`config.mk`:
```
export PLATFORM = sky130hd
export DESIGN_NAME = alu_cmd_queue_flat
export DESIGN_NICKNAME = d
export VERILOG_FILES = /design/src/rtl/alu_pkg.sv /design/src/rtl/alu_cmd_queue_if.sv /design/src/rtl/strobe_sync_edge.sv /design/src/rtl/alu_cmd_queue.sv /design/src/flat_wrapper.sv
export SDC_FILE = /design/constraint.sdc
export NUM_CORES = 1
export LEC_CHECK = 0
export ABC_AREA = 0
export CORE_ASPECT_RATIO = 1.5
export CORE_MARGIN = 10
export CORE_UTILIZATION = 67
export CTS_CLUSTER_DIAMETER = 40
export DETAILED_ROUTE_END_ITERATION = 10
export DONT_BUFFER_PORTS = 1
export PLACE_DENSITY = 0.83
export SYNTH_ARGS = -nofsm -noshare
export SYNTH_HDL_FRONTEND = slang
export SYNTH_HIERARCHICAL = 1
export SYNTH_SLANG_ARGS = --single-unit
```
`constraint.sdc`:
```
create_clock -name clk -period 4.3 [get_ports clk]
set_input_delay 0.645 -clock clk [delete_from_list [all_inputs] [get_ports clk]]
set_output_delay 0.645 -clock clk [all_outputs]
set_load 0.03 [all_outputs]
```
`src/rtl/alu_pkg.sv`:
```
// alu_pkg: command field widths and the packed command shared by the queue and the ALU
package alu_pkg;
  localparam int OPCODE_W = 4;
  localparam int DATA_W = 8;
  typedef struct packed {
    logic [OPCODE_W-1:0] opcode;
    logic [DATA_W-1:0] data;
  } alu_cmd_t;
endpackage

```
`src/rtl/alu_cmd_queue_if.sv`:
```
// alu_cmd_queue_if: valid/ready command channel from the queue to the ALU
interface alu_cmd_queue_if import alu_pkg::*; ();
  logic alu_valid;
  logic alu_ready;
  logic [OPCODE_W-1:0] alu_opcode;
  logic [DATA_W-1:0] alu_data;
  modport master (output alu_valid, alu_opcode, alu_data, input alu_ready);
  modport slave (input alu_valid, alu_opcode, alu_data, output alu_ready);
endinterface

```
`src/rtl/strobe_sync_edge.sv`:
```
// strobe_sync_edge: synchronizes an async strobe and emits a one-cycle pulse on its rising edge
module strobe_sync_edge #(
  parameter int STAGES = 2
) (
  input  logic clk,
  input  logic rst_n,
  input  logic din,
  output logic pulse
);
  logic [STAGES-1:0] sync;
  logic hist;
  // reset high so a strobe already asserted out of reset is not taken as an edge
  always_ff @(posedge clk or negedge rst_n)
    if (!rst_n) begin
      sync <= '1;
      hist <= 1'b1;
    end else begin
      sync <= {sync[STAGES-2:0], din};
      hist <= sync[STAGES-1];
    end
  assign pulse = sync[STAGES-1] & ~hist;
endmodule

```
`src/rtl/alu_cmd_queue.sv`:
```
// alu_cmd_queue: queues strobed pin commands and hands them to the ALU over valid/ready
module alu_cmd_queue import alu_pkg::*; #(
  parameter int DEPTH = 4,
  parameter int SYNC_STAGES = 2
) (
  input  logic clk,
  input  logic rst_n,
  input  logic pin_strobe,
  input  logic [OPCODE_W-1:0] pin_opcode,
  input  logic [DATA_W-1:0] pin_data,
  input  logic flush,
  alu_cmd_queue_if.master alu,
  output logic [$clog2(DEPTH):0] count,
  output logic full,
  output logic empty,
  output logic overflow
);
  localparam int AW = $clog2(DEPTH);
  typedef logic [AW-1:0] ptr_t;
  alu_cmd_t mem [DEPTH];
  alu_cmd_t head, cmd_in;
  ptr_t rd_ptr, wr_ptr;
  logic push, pop, wr_en, drop;
  strobe_sync_edge #(.STAGES(SYNC_STAGES)) u_sync (
    .clk(clk),
    .rst_n(rst_n),
    .din(pin_strobe),
    .pulse(push)
  );
  assign cmd_in = '{opcode: pin_opcode, data: pin_data};
  assign full = count == (AW+1)'(DEPTH);
  assign empty = count == '0;
  assign pop = alu.alu_valid & alu.alu_ready;
  assign wr_en = push & (~full | pop);
  assign drop = push & full & ~pop;
  assign alu.alu_valid = ~empty;
  assign alu.alu_opcode = head.opcode;
  assign alu.alu_data = head.data;
  always_ff @(posedge clk)
    if (wr_en && !flush) mem[wr_ptr] <= cmd_in;
  // head is a register: it loads the incoming command only when the queue is
  // otherwise empty after this cycle's pop, else the entry behind the popped one
  always_ff @(posedge clk or negedge rst_n)
    if (!rst_n) begin
      rd_ptr <= '0;
      wr_ptr <= '0;
      count <= '0;
      overflow <= 1'b0;
      head <= '0;
    end else if (flush) begin
      rd_ptr <= '0;
      wr_ptr <= '0;
      count <= '0;
      overflow <= 1'b0;
    end else begin
      if (wr_en) wr_ptr <= wr_ptr + ptr_t'(1);
      if (pop) rd_ptr <= rd_ptr + ptr_t'(1);
      count <= count + (AW+1)'(wr_en) - (AW+1)'(pop);
      if (drop) overflow <= 1'b1;
      if (wr_en && count == (AW+1)'(pop)) head <= cmd_in;
      else if (pop) head <= mem[rd_ptr + ptr_t'(1)];
    end
endmodule

```
`src/flat_wrapper.sv`:
```
// flat-port wrapper written by rule: the top's interface ports become plain ports
module alu_cmd_queue_flat import alu_pkg::*;
#(
  parameter int DEPTH = 4,
  parameter int SYNC_STAGES = 2
)
  (clk, rst_n, pin_strobe, pin_opcode, pin_data, flush, count, full, empty, overflow, alu_alu_valid, alu_alu_opcode, alu_alu_data, alu_alu_ready);
  alu_cmd_queue_if alu_i ();
  input  logic clk;
  input  logic rst_n;
  input  logic pin_strobe;
  input  logic [OPCODE_W-1:0] pin_opcode;
  input  logic [DATA_W-1:0] pin_data;
  input  logic flush;
  output logic [$clog2(DEPTH):0] count;
  output logic full;
  output logic empty;
  output logic overflow;
  output wire logic [$bits(alu_i.alu_valid)-1:0] alu_alu_valid;
  output wire logic [$bits(alu_i.alu_opcode)-1:0] alu_alu_opcode;
  output wire logic [$bits(alu_i.alu_data)-1:0] alu_alu_data;
  input wire logic [$bits(alu_i.alu_ready)-1:0] alu_alu_ready;
  assign alu_alu_valid = alu_i.alu_valid;
  assign alu_alu_opcode = alu_i.alu_opcode;
  assign alu_alu_data = alu_i.alu_data;
  assign alu_i.alu_ready = alu_alu_ready;
  alu_cmd_queue #(.DEPTH(DEPTH), .SYNC_STAGES(SYNC_STAGES)) u_core (.clk(clk), .rst_n(rst_n), .pin_strobe(pin_strobe), .pin_opcode(pin_opcode), .pin_data(pin_data), .flush(flush), .alu(alu_i), .count(count), .full(full), .empty(empty), .overflow(overflow));
endmodule
```
## Word-level counts from Yosys, hierarchy flattened

Memory sizes are Yosys's and may differ from the RTL's.
Cells that the tools add are included.

- Register bits: 23
- Bits in writable memories: 48
- Bits of input ports: 17
- Output and inout bits: 19
- Logic and storage cells: 46
- Memories: 1

Memory list:

| name | words | bits a word | read ports | clocked after memory_dff | wr ports | line | text |
|---|---|---|---|---|---|---|---|
| u_core.mem | 4 | 12 | 1 | 0 | 1 | alu_cmd_queue.sv:20 | `alu_cmd_t mem [DEPTH];` |

- Add/sub/neg operators: 4
- Eq/ne operators: 2
- Muxes and demuxes: 11
- Bitwise operators: 11
- Reductions and logical operators: 9

Operators with widths:

| cell | number |
|---|---|
| $mux 12 | 2 |
| $mux 2 | 4 |
| $reduce_bool 2->1 | 4 |
| $and 1x1->1 | 5 |
| $not 1->1 | 5 |
| $add 2x1->2 const B | 2 |
| $mux 1 | 4 |
| $add 3x1->3 | 1 |
| $eq 3x1->1 | 1 |
| $eq 3x3->1 const B | 1 |
| $logic_not 3->1 | 1 |
| $mux 3 | 1 |
| $sub 3x1->3 | 1 |
| $logic_and 1x1->1 | 2 |
| $reduce_and 2->1 | 1 |
| $logic_not 1->1 | 1 |
| $or 1x1->1 | 1 |

## Logic depth before layout (Yosys ltp)

- Word-level depth: 8
- Gate-level depth with buffers: 12
- Depth with buffers taken out: 10

## Hierarchy

The synthesis kept the hierarchy.

By module, submodules not included:

| module | times used | cells an instance | area each (µm²) | seq. area each (µm²) |
|---|---|---|---|---|
| alu_cmd_queue | 1 | 192 | 2954.1 | 1941.9 |
| strobe_sync_edge | 1 | 4 | 92.6 | 78.8 |

## Worst setup path before layout

No wires, ideal clock.

- Kind: flip-flop to flip-flop
- From: reg u_core.count[1]
- To: reg u_core.count[2]
- Setup time: 0.086 ns
- Arrival: 2.663 ns
- Data required time: 4.214 ns
- Path slack: 1.551 ns
- Cell stages (with the launch flop): 12
- Buffers on the path: 1
- Clock period less this slack: 2.749 ns
- Path through: dfrtp_1 buf_2 or4b_2 nand2_1 ha_1 inv_1 ha_1 inv_1 fa_1 xor2_1 and2_1 nor3_1

- Cells in the longest elaborated chain, start to end: 8
- Elaborated cells between the ends (all ways): 10
- Classes of those cells: add/sub (2); eq/ne (1); mux (1); bitwise (5); reduce/logical (1)

Ends and longest elaborated chain:

| element | line | text |
|---|---|---|
| start: declaration | alu_cmd_queue.sv:13 | `output logic [$clog2(DEPTH):0] count,` |
| start signal: assignment | alu_cmd_queue.sv:58 | `count <= count + (AW+1)'(wr_en) - (AW+1)'(pop);` |
| $logic_not 3->1 | alu_cmd_queue.sv:32 | `assign empty = count == '0;` |
| $not 1->1 | alu_cmd_queue.sv:36 | `assign alu.alu_valid = ~empty;` |
| $and 1x1->1 | alu_cmd_queue.sv:33 | `assign pop = alu.alu_valid & alu.alu_ready;` |
| $or 1x1->1 | alu_cmd_queue.sv:34 | `assign wr_en = push & (~full \| pop);` |
| $and 1x1->1 | alu_cmd_queue.sv:34 |  |
| $add 3x1->3 | alu_cmd_queue.sv:58 |  |
| $sub 3x1->3 * | alu_cmd_queue.sv:58 |  |
| $mux 3 * | alu_cmd_queue.sv:50 | `end else if (flush) begin` |

Every way passes the cells marked *; elsewhere a longest branch is shown, timed or not.
A chain may end at the register's enable or synchronous reset.

## Worst setup path after layout

- From: reg u_core.count[2]
- To: reg u_core.count[2]

The elaborated chain is that of the path after synthesis.

==> out/metrics.yaml <==
outcome:
  status: "complete, no violations"
pwr:
  peakVddDrop_mv: 0.430
  p_per_area_nw_per_um2: 597
  p_leak_nw: 1.16
critical_path:
  reg2reg_depth: 10
  arrival_ns: 3.19
  startpoint_type: "flip-flop"
  cp-end-kind: "flip-flop"
  regToRegStartpoint: "u_core/count[2]"
  crit_path_max_fanout: 11
  reg2reg_slack_ns: 1.38
  crit_type: "reg2reg"
  worst_r2r_endpoint: "u_core/count[2]"
  critical_path.endpoint: "u_core/count[2]"
  cp-startpoint: "u_core/count[2]"
  required_ns: 4.57
placement:
  port-buffer-count: 0
  place.gp.congestion: 0.830
  dp_slack_ns: 1.38
  dp_hpwl_mm: 3.97
global_route:
  grt_pass1_vias: 1898
  grt-ovfl-total: 0
  antenna_found_initial: 0
  grt_max_degree: 23
  grtUsageTotal_pct: 18.0
  grt_pass1_wl_mm: 10.1
synthesis:
  synth_fa_ha_area_share_pct: 3.12
  synth-compound-area-share_pct: 10.5
  synthXorXnorAreaFrac_pct: 0.862
  synthSimpleGateAreaFrac_pct: 5.59
  synth_seq_cells: 71
  syn_avg_cell_area_um2: 15.5
  synthCells: 196
  syn-cell-area_um2: 3050
  synth_warnings: 6
  seq_area_frac_synth_pct: 66.3
  synth_top_family_by_area: "compound AO/OA/AOI/OAI gates"
  ys_types: 34
  synth_mux_area_share_pct: 8.87
  syn_nets: 220
clocking:
  cts_num_sinks: 71
  ctsRootBufferMaster: "clkbuf_8"
  cts_resized: 0
  clk_pin_slew_worst_paths_ns: 0.07
  post_cts_buffers: 0
  cts_buffer_depth: 2
  cts-buffers-inserted: 9
  clock_latency_ns: 0.34
  htreeDepth: 3
  hold_buffers: 1
  cts_tree: "yes"
floorplan:
  die_h_um: 103
  io_pins: 36
  die_area_um2: 7700
  initial_utilization_pct: 68.2
  rows: 30
  core-area_um2: 4470
  die_w_um: 75.1
drt:
  initialDrtViolationCount: 197
  firstDrtPassIters: 6
  viasPerCell: 7.00
  ant_nets: 0
  drt-wirelength-per-cell_um: 25.2
  num_vias: 1730
  wl_mm: 6.24
  drc: 0
timing:
  period_needed_ns: 2.92
  finalSetupTns_ns: 0
  fin_crit_sh_pct: 68.0
  tightestPinTransition_ns: 1.09
  setup_viol: 0
  clock-skew-final_ns: 0.00516
  rsz0062_at_grt: "no"
  hold_viol: 0
  slew_viol_final: 0
  fmax_ghz: 0.342
  relSlewSlack_pct: 27.2
  setup_slack_ns: 1.38
flow_run:
  maxCapViolCount: 0
cells_and_area:
  layout-drive-gt1-share_pct: 17.1
  nFillCells: 301
  nNetsFinal: 218
  synthToLayoutAreaGrowth_pct: 5.95
  diodes: 0
  post-route-util_pct: 72.3
hold_path:
  hold_class: "in2async"
flip-flops by register name (all words and copies together) (netlist names):
name and flops:
u_core/alu.alu_data 8, u_core/alu.alu_opcode 4, u_core/count 3, u_core/mem 48, u_core/overflow 1, u_core/rd_ptr 2, u_core/u_sync/hist 1, u_core/u_sync/sync 2
u_core/wr_ptr 2
worst max-delay path: stages (launching register included):
cell     delay [ns]
dfrtp_1        0.71
or4b_2         0.69
nand2_1        0.11
ha_1           0.23
inv_1          0.06
ha_1           0.15
inv_1          0.06
fa_1           0.37
xor2_1         0.17
and2_1         0.19
nor3_1         0.11
cells in the mapped netlist:
| library cell | n | area share (%) |
|---|---|---|
| edfxtp_1 | 48 | 47 |
| dfrtp_1 | 20 | 16 |
| inv_1 | 18 | 2.2 |
| o21ai_0 | 14 | 2.3 |
| a32oi_1 | 12 | 3.4 |
| a41oi_1 | 12 | 3.4 |
| mux4_2 | 12 | 8.9 |
| clkbuf_1 | 7 | 0.86 |
| ha_1 | 6 | 2.5 |
| nor2_1 | 6 | 0.74 |
| and2_1 | 5 | 1.0 |
| buf_2 | 4 | 0.66 |
| a21oi_1 | 3 | 0.49 |
| dfstp_2 | 3 | 2.6 |
| buf_6 | 2 | 0.74 |
| nand3_1 | 2 | 0.33 |
| nor2b_1 | 2 | 0.41 |
| nor3_1 | 2 | 0.33 |
| nor4b_1 | 2 | 0.58 |
| xor2_1 | 2 | 0.58 |
| buf_4 | 1 | 0.25 |
| fa_1 | 1 | 0.66 |
| nand2_1 | 1 | 0.12 |
| nor2b_4 | 1 | 0.45 |
| nor3b_1 | 1 | 0.25 |
| o21bai_1 | 1 | 0.25 |
| o311ai_0 | 1 | 0.29 |
| o31a_1 | 1 | 0.29 |
| or2_4 | 1 | 0.29 |
| or2b_1 | 1 | 0.25 |
| or3_1 | 1 | 0.21 |
| or3b_1 | 1 | 0.29 |
| or4b_2 | 1 | 0.33 |
| xnor2_1 | 1 | 0.29 |
where the power goes:
part / internal (mW) / total [mW] / switching [mW]
combinational: 0.154 / 0.372 / 0.218
clock: 0.263 / 0.502 / 0.239
sequential: 0.810 / 1.05 / 0.242
cell type report:
| class | instances | area (um2) | share of cell area [%] |
|---|---|---|---|
| clock buffers | 9 | 124 | 3.84 |
| clock inverters | 7 | 63.8 | 1.98 |
| inverters | 18 | 67.6 | 2.09 |
| multi-input cells | 93 | 882 | 27.3 |
| flip-flops and latches | 71 | 2020 | 62.6 |
| well taps | 48 | 60.1 | 1.86 |
| repair buffers | 1 | 10.0 | 0.310 |
worst min path at each step:
stage / start / endpoint / slack (ns)
global placement: rst_n / u_core/wr_ptr[1] / 0.35
global route: rst_n / u_core/u_sync/sync[1] / 0.11
floorplan: rst_n / u_core/alu.alu_data[0] / 0.35
finish: rst_n / u_core/u_sync/hist / 0.14
CTS: rst_n / u_core/u_sync/hist / 0.12
detailed placement: rst_n / u_core/overflow / 0.35
kinds of logic after synthesis:
| family | Yosys count |
|---|---|
| adders and majority gates | 7 |
| AOI/OAI and AO/OA | 44 |
| DFF | 71 |
| buffers and inverters | 32 |
| and+or+nand+nor | 27 |
| muxes | 12 |
| xor gates and xnor gates | 3 |
routing by layer:
| metal | track usage [%] | share of wire, % | vias up |
|---|---|---|---|
| met4 | 7.89 | 1.7 | 0 |
| met3 | 7.71 | 10 | 13 |
| li1 | - | - | 755 |
| met5 | 0 | 0 | - |
| met2 | 29.0 | 51 | 91 |
| met1 | 20.2 | 37 | 871 |
through the flow:
stage	cell area, um2	power [mW]	hold WS (ns)	cells
after floorplan	3050	1.35	0.345	196
after global placement	3030	1.40	0.350	230
after detailed placement	3030	1.43	0.350	230
after CTS	3230	1.94	0.116	247
after global routing	3230	2.02	0.107	247
final	3230	1.93	0.137	247
placed cells by master, fill, tap and decap left out, types with 6 or more instances in the layout:
master	count
clkbuf_8	9
dfrtp_1	20
mux4_2	12
ha_1	6
a32oi_1	12
nor2_1	6
a41oi_1	12
edfxtp_1	48
inv_1	18
o21ai_0	14
Power figures use the tool's default switching activity.
